File: config.mk
export PLATFORM = sky130hd
export DESIGN_NAME = dmem_arbiter
export DESIGN_NICKNAME = d
export VERILOG_FILES = /design/src/rtl/minisoc_pkg.sv /design/src/rtl/rr_arb2.sv /design/src/rtl/dmem_arbiter.sv
export SDC_FILE = /design/constraint.sdc
export NUM_CORES = 1
export LEC_CHECK = 0
export ABC_AREA = 1
export CORE_ASPECT_RATIO = 1.2
export CORE_UTILIZATION = 34
export CTS_CLUSTER_SIZE = 8
export DETAILED_ROUTE_END_ITERATION = 16
export PLACE_DENSITY_LB_ADDON = 0.08
export SETUP_SLACK_MARGIN = 0.02
export SLEW_MARGIN = 20
export SYNTH_ARGS = -nofsm -noshare
export SYNTH_HDL_FRONTEND = slang
export SYNTH_SLANG_ARGS = --single-unit
File: constraint.sdc
create_clock -name clk -period 2.6 [get_ports clk]
set_clock_uncertainty 0.15 [all_clocks]
set_input_delay 0.52 -clock clk [delete_from_list [all_inputs] [get_ports clk]]
set_output_delay 0.52 -clock clk [all_outputs]
set_load 0.02 [all_outputs]
File: src/rtl/minisoc_pkg.sv
// Shared definitions for the data-memory arbiter: FSM encodings,
// requester indices and the default watchdog limit.
package minisoc_pkg;

    typedef enum logic [1:0] {
        ST_IDLE = 2'd0,
        ST_BUSY = 2'd1,
        ST_DONE = 2'd2
    } arb_state_e;

    localparam logic REQ_M0 = 1'b0;
    localparam logic REQ_M1 = 1'b1;

    localparam int DEF_TIMEOUT_CYCLES = 255;

endpackage

File: src/rtl/rr_arb2.sv
// Two-way round-robin picker: a lone requester wins; on a tie the
// requester that was not granted last time wins.
module rr_arb2 (
    input  logic [1:0] req_i,
    input  logic       last_i,
    output logic       gnt_o,
    output logic       any_o
);

    always_comb begin
        gnt_o = 1'b0;
        case (req_i)
            2'b01:   gnt_o = 1'b0;
            2'b10:   gnt_o = 1'b1;
            2'b11:   gnt_o = ~last_i;
            default: gnt_o = 1'b0;
        endcase
    end

    assign any_o = |req_i;

endmodule

File: src/rtl/dmem_arbiter.sv
// Two-requester data-memory arbiter, one outstanding transaction at a time.
// Define DMEM_ARB_TIMEOUT_EN to add a slave-response watchdog.
module dmem_arbiter
    import minisoc_pkg::*;
#(
    parameter int ADDR_W         = 32,
    parameter int DATA_W         = 32,
    parameter int TIMEOUT_CYCLES = DEF_TIMEOUT_CYCLES
) (
    input  logic                clk,
    input  logic                rst,
    input  logic                m0_valid,
    input  logic                m0_we,
    input  logic [ADDR_W-1:0]   m0_addr,
    input  logic [DATA_W-1:0]   m0_wdata,
    input  logic [DATA_W/8-1:0] m0_wstrb,
    output logic                m0_ready,
    output logic [DATA_W-1:0]   m0_rdata,
    output logic                m0_err,
    input  logic                m1_valid,
    input  logic                m1_we,
    input  logic [ADDR_W-1:0]   m1_addr,
    input  logic [DATA_W-1:0]   m1_wdata,
    input  logic [DATA_W/8-1:0] m1_wstrb,
    output logic                m1_ready,
    output logic [DATA_W-1:0]   m1_rdata,
    output logic                m1_err,
    output logic                s_valid,
    output logic                s_we,
    output logic [ADDR_W-1:0]   s_addr,
    output logic [DATA_W-1:0]   s_wdata,
    output logic [DATA_W/8-1:0] s_wstrb,
    input  logic                s_ready,
    input  logic [DATA_W-1:0]   s_rdata,
    output logic                grant,
    output logic                busy
);

    localparam int STRB_W = DATA_W / 8;

    if (TIMEOUT_CYCLES < 1 || TIMEOUT_CYCLES > 65535) begin : g_bad_timeout
        $error("dmem_arbiter: TIMEOUT_CYCLES must be 1..65535");
    end

    arb_state_e          state_q, state_d;
    logic                ptr_q, ptr_d;
    logic                grant_q, grant_d;
    logic                we_q, we_d;
    logic [ADDR_W-1:0]   addr_q, addr_d;
    logic [DATA_W-1:0]   wdata_q, wdata_d;
    logic [STRB_W-1:0]   wstrb_q, wstrb_d;

    logic                win, any_req;
    logic                timeout, complete, drive;
    logic [DATA_W-1:0]   rdata_c;

    rr_arb2 u_rr (
        .req_i  ({m1_valid, m0_valid}),
        .last_i (ptr_q),
        .gnt_o  (win),
        .any_o  (any_req)
    );

`ifdef DMEM_ARB_TIMEOUT_EN
    localparam logic [15:0] TO_LAST = 16'(TIMEOUT_CYCLES - 1);
    logic [15:0] cnt_q, cnt_d;

    // s_ready on the limit cycle wins over the watchdog
    assign timeout = (state_q == ST_BUSY) && !s_ready && (cnt_q == TO_LAST);

    always_comb begin
        cnt_d = cnt_q;
        if (state_q == ST_IDLE)
            cnt_d = '0;
        else if (state_q == ST_BUSY && !s_ready)
            cnt_d = cnt_q + 16'd1;
    end

    always_ff @(posedge clk or posedge rst) begin
        if (rst) cnt_q <= '0;
        else     cnt_q <= cnt_d;
    end
`else
    assign timeout = 1'b0;
`endif

    assign complete = (state_q == ST_BUSY) && (s_ready || timeout);
    assign drive    = (state_q == ST_BUSY) && !timeout;

    assign s_valid = drive;
    assign s_we    = drive ? we_q    : 1'b0;
    assign s_addr  = drive ? addr_q  : '0;
    assign s_wdata = drive ? wdata_q : '0;
    assign s_wstrb = drive ? wstrb_q : '0;

    assign rdata_c  = (s_ready && !we_q) ? s_rdata : '0;
    assign m0_ready = complete && (grant_q == REQ_M0);
    assign m1_ready = complete && (grant_q == REQ_M1);
    assign m0_rdata = m0_ready ? rdata_c : '0;
    assign m1_rdata = m1_ready ? rdata_c : '0;
    assign m0_err   = m0_ready && timeout;
    assign m1_err   = m1_ready && timeout;

    assign grant = grant_q;
    assign busy  = (state_q != ST_IDLE);

    always_comb begin
        state_d = state_q;
        ptr_d   = ptr_q;
        grant_d = grant_q;
        we_d    = we_q;
        addr_d  = addr_q;
        wdata_d = wdata_q;
        wstrb_d = wstrb_q;
        case (state_q)
            ST_IDLE: if (any_req) begin
                state_d = ST_BUSY;
                grant_d = win;
                ptr_d   = win;
                we_d    = win ? m1_we    : m0_we;
                addr_d  = win ? m1_addr  : m0_addr;
                wdata_d = win ? m1_wdata : m0_wdata;
                wstrb_d = win ? m1_wstrb : m0_wstrb;
            end
            ST_BUSY: if (complete) state_d = ST_DONE;
            ST_DONE: state_d = ST_IDLE;
            default: state_d = ST_IDLE;
        endcase
    end

    // pointer resets to "m1 last" so the first tie goes to m0
    always_ff @(posedge clk or posedge rst) begin
        if (rst) begin
            state_q <= ST_IDLE;
            ptr_q   <= REQ_M1;
            grant_q <= REQ_M0;
            we_q    <= 1'b0;
            addr_q  <= '0;
            wdata_q <= '0;
            wstrb_q <= '0;
        end else begin
            state_q <= state_d;
            ptr_q   <= ptr_d;
            grant_q <= grant_d;
            we_q    <= we_d;
            addr_q  <= addr_d;
            wdata_q <= wdata_d;
            wstrb_q <= wstrb_d;
        end
    end

endmodule

Yosys cells after proc, flatten, opt, wreduce, memory -nomap -nowiden
Index checks and enable logic that the tools add are counted.
- register bits: 73
- input port bits: 175
- output and inout bits: 140
- logic and storage cells: 39
- equality and inequality tests: 5
- mux-type cells: 15
- bitwise logic cells: 2
- reductions and logical operators: 10
- operators by type and width (kind ; number):
    $mux W32 ; 7
    $mux W4 ; 2
    $eq A2 B2 Y1 const B ; 2
    $logic_and A1 B1 Y1 ; 4
    $mux W2 ; 2
    $ne A2 B2 Y1 const B ; 2
    $pmux W2 S2 ; 1
    $reduce_and A2 Y1 ; 2
    $eq A2 B1 Y1 const B ; 1
    $logic_not A2 Y1 ; 1
    $mux W1 ; 2
    $not A1 Y1 ; 2
    $pmux W1 S2 ; 1
    $reduce_bool A2 Y1 ; 1
    $reduce_or A2 Y1 ; 1
    $logic_not A1 Y1 ; 1

Logic depth before layout (Yosys ltp)
- depth in word-level cells: 4
- gate-level depth with buffers: 7
- mapped depth without buffers: 6

Cells and area by module
From an unflattened synthesis, not the netlist that was laid out.
- cells, all modules: 797
- area, all modules: 4653.2 um^2
- by module, submodules not included (module ; instances ; cells each ; area an instance (um^2) ; sequential area each (um^2)):
    dmem_arbiter ; 1 ; 794 ; 4638.2 ; 1828.0
    rr_arb2 ; 1 ; 3 ; 15.0 ; 0.0

Worst setup path after synthesis
No wires, ideal clock.
- kind: input to output
- from: input s_ready
- to: output m0_rdata[10]
- arrival time: 1.323 ns
- required time: 1.930 ns
- path slack: 0.607 ns
- stages: 5
- buffers on the path: 1
- cell sequence: inv_1 nor2_1 buf_2 nand2_1 nor2_1
- longest elaborated chain between the ends: 3
- elaborated cells on any way between the ends: 5
- classes of those cells: mux: 2; reduce/logical: 3
- ends and longest elaborated chain (element ; RTL line ; RTL):
    start: declaration ; dmem_arbiter.sv:33 ; input logic s_ready,
    $logic_and A1 B1 Y1 (on tied branches) ; dmem_arbiter.sv:96, dmem_arbiter.sv:87 ;
    $mux W32 / $logic_and A1 B1 Y1 (equally long branches) ; dmem_arbiter.sv:96, dmem_arbiter.sv:97 ;
    $mux W32 (*) ; dmem_arbiter.sv:99 ; assign m0_rdata = m0_ready ? rdata_c : '0;
    end: declaration ; dmem_arbiter.sv:18 ; output logic [DATA_W-1:0] m0_rdata,
Mark *: on every way between the ends. The rest lies on a longest branch, timed or not.

Worst setup path in the final report
- from: register state_q[1]
- to: output s_addr[5]
- longest elaborated chain between the ends: 2
- ends and longest elaborated chain (element ; RTL line ; RTL):
    start: declaration ; dmem_arbiter.sv:45 ; arb_state_e state_q, state_d;
    start signal: assignment ; dmem_arbiter.sv:142 ; state_q <= state_d;
    $eq A2 B1 Y1 ; dmem_arbiter.sv:88 ; assign drive = (state_q == ST_BUSY) && !timeout;
    $mux W32 ; dmem_arbiter.sv:92 ; assign s_addr = drive ? addr_q : '0;
    end: declaration ; dmem_arbiter.sv:30 ; output logic [ADDR_W-1:0] s_addr,
No other way between the ends.

==> results.txt <==
- The run finished with clean final reports.
* GRT Residual Overflow: 0
- The tool flagged a number of max-cap violations equal to 0.
* Startpoint types: register
* Residual antenna-violating net count after detailed routing: 0
- Final hold viol count: 0
* Core area: 0.0145 mm²
* Hold-fix buffer count after cts: 0
* Clock tree sinks: 73
* Num CTS Buffers: 9
- Before antenna repair, the detailed router went through 6 iterations.
* Global-route wire length before repair: 27300 µm
- Final GP Congestion: 0.770
- Once placement finished, the instance area stood at 0.00839 mm².
- Number of DRC markers in iteration 0: 163
* Transition time of the tightest slew-check pin: 539 ps
- Count of buffers added by post-CTS timing repair for setup: 0
- The count of cells in the finished layout, fillers not included, comes to 1365.
* TritonCTS clock tree: done
- Cell count of the worst reg-to-reg path: 6
* Layout overhead on the synthesized area: 74.0%
- Entering global routing, the biggest net connects 72 pins.
- Placed wire-length estimate after detailed placement: 13000 µm
- After detailed routing, the average wire length per cell comes to 13.2 µm.
* PD cells: 862 mW/mm²
- In the finished design, the share of the clock period the worst path needs comes to 96.1%.
* Number of buffers between clock root and the deepest sink: 2
- CTS H-Tree Depth: 3
* Proportion of netlist area held by the largest area contributor: 35.6%
- Headroom to the max-slew limit came out at 64.1%.
- The biggest area contributor in the post-synthesis netlist is sky130_fd_sc_hd__dfrtp_1.
- Measured along the x axis, the die boundary spans 113 µm.
- At the worst endpoint, the required time is 1930 ps.
* Final setup slack of the worst path: 101 ps
* Post-layout total power: 7.60 mW
* Setup Viol. Count Final: 0
- Std cell rows: 48
* Setup repair after global routing missed its margin: no
- The worst setup path is of the register to output port kind.
- Post-route core utilization: 60.9%
- Fillers: 1441
* Worst path max stage delay: 620 ps
- Inst Count DP: 1345
- Final instance area: 0.00882 mm²
- Met1 usage in global routing: 23.9%
- The number of global-route vias before repair was 5409.
* Final max-slew violation count: 0
- Worst Path Arrival: 1830 ps
- GR peak layer: met2
- For the final routed database, the setup TNS stands at 0 ps.
- The die covers 0.0154 mm².
- The tightest hold path in the finished design has a slack of 284 ps.
* Overall fraction of global-route tracks in use: 22.9%
- Number of flops mapped to enable cells by yosys: 0
- Initial core utilization: 35.0%
- Most frequent cells after synthesis: 246 x sky130_fd_sc_hd__nand2_1, 215 x sky130_fd_sc_hd__inv_1, 138 x sky130_fd_sc_hd__nand3_1
* Flop and latch count out of synthesis: 73
* Portion of the post-synthesis area used by sequential elements: 36.1%
* Ordered list of cells on the worst path: inv_2 > nand2_2 > buf_12 > nor2_1 > clkdlybuf4s50_1
- Yosys printed 0 warnings.
- In this run the worst hold path is classified as input pin to register.
- DRC violation count after routing: 0
- Dpl ws: -505 ps
- Die extent in y: 136 µm
- For this run, the leading register cell type out of synthesis is sky130_fd_sc_hd__dfrtp_1.
- Max stage delay cell, worst path: sky130_fd_sc_hd__clkdlybuf4s50_1
- Yosys mapped the design onto 17 distinct sky130hd cell types.
* Maximum operating frequency: 400 MHz
- The average instance in the mapped netlist occupies 5.82 µm².
- Across all layers, the routed design uses 5970 vias.
- The tree is rooted in a sky130_fd_sc_hd__clkbuf_16.
- The worst setup path is captured at an output port.
- Top fanout value on the critical path: 71
* Maximum VDD drop: 0.646 mV
- Count of nets after finishing: 1334
* Shortest clock period the worst path allows after layout: 2500 ps
* GR Layer Usage met2: 43.2%
- Number of antenna violations at the first check in global routing: 2
- Reported leakage power: 5.50 nW
- Dominant cells by area after synthesis: sky130_fd_sc_hd__dfrtp_1 36%, sky130_fd_sc_hd__nand2_1 18%, sky130_fd_sc_hd__inv_1 16%
- Total standard cell area after synthesis: 0.00507 mm²
- Dividing the detail-routed via count by the number of cells gives 4.37.
* Number of cells on the worst hold path: 2
* Met3 GRT Util: 6.00%
- The clock reaches the later pin of the worst-skew pair after 330 ps.
- 315 I/O pins were placed.
- Clock-pin slew reported for the worst setup and hold paths after clock tree synthesis: 50 ps
* Share of synthesized flip-flops with an asynchronous set or reset: 100%
* Fraction of layout instances using a drive strength above 1: 9.62%
* Cells after synthesis: 870
* Total Routed Length: 18100 µm
* Most common cell in the synthesized netlist: sky130_fd_sc_hd__nand2_1
* Total of buffers placed on input and output ports: 312
-- layout make-up --
type                       count  area (µm²)  area share [%]
timing repair buffer         331        3460            39.3
multi-input combinational    527        2190            24.9
sequential                    73        1830            20.7
inverter                     217         816            9.25
tap                          200         250            2.84
clock buffer                  12         246            2.80
clock inverter                 4        20.0           0.227
antenna                        1        2.50          0.0284
-- flip-flops by register name, indices dropped and copies added, names as in the netlist --
signal / flops
grant: 1
we_q: 1
wdata_q: 32
ptr_q: 1
wstrb_q: 4
addr_q: 32
state_q: 2
-- per-layer routing --
metal | part of all wire [%] | wire length, µm
met1 | 37 | 6730
met2 | 52 | 9430
met3 | 7.4 | 1330
met4 | 3.1 | 551
met5 | 0.061 | 11
-- repair_timing --
item / CTS / global route
gates cloned: 0 / 3
pin swaps: 0 / 1
resized for setup: 212 / 62
setup endpoints to repair: 65 / 106
-- worst paths after layout --
check,startpoint,end,slack [ps]
worst min register to register,addr_q[28],addr_q[28],320
min in group asynchronous,rst,grant,380
worst min-delay path,s_ready,state_q[0],280
worst max-delay path,state_q[1],s_addr[5],100
worst max register to register,state_q[0],wdata_q[5],940
max in group asynchronous,rst,addr_q[16],1330
-- kinds of logic (layout without fill, tap and decap cells) --
| family | Yosys count | after routing | synth area share (%) |
|---|---|---|---|
| AOI/OAI and AO/OA | 2 | 2 | 0.197 |
| buffers and inverters | 271 | 564 | 21.1 |
| other | 1 | 3 | 0.0740 |
| and+or+nand+nor | 523 | 523 | 42.5 |
| DFF | 73 | 73 | 36.1 |
-- critical path, delay by kind of cell (launching register included) --
kind | cells | cell delay [ps]
DFF | 1 | 370
buffers and inverters | 3 | 910
and+or+nand+nor | 2 | 200
-- report_power, final --
| group | total (mW) | switching, mW | internal (mW) |
|---|---|---|---|
| combinational | 4.47 | 2.66 | 1.82 |
| sequential | 2.01 | 0.288 | 1.72 |
| clock | 1.12 | 0.456 | 0.665 |
-- placed cells by master, fill, tap and decap left out, drive strengths merged --
cell type / Yosys / routed
clkdlybuf4s15: 0 / 42
conb: 1 / 2
dfrtp: 72 / 72
clkdlybuf4s50: 0 / 190
clkbuf: 8 / 14
diode: 0 / 1
inv: 217 / 216
o21ai: 2 / 2
buf: 46 / 41
dfstp: 1 / 1
nand3: 138 / 138
nor2: 137 / 137
dlymetal6s2s: 0 / 55
nand2: 248 / 248
dlygate4sd2: 0 / 1
clkinv: 0 / 5
Power figures use the tool's default switching activity.
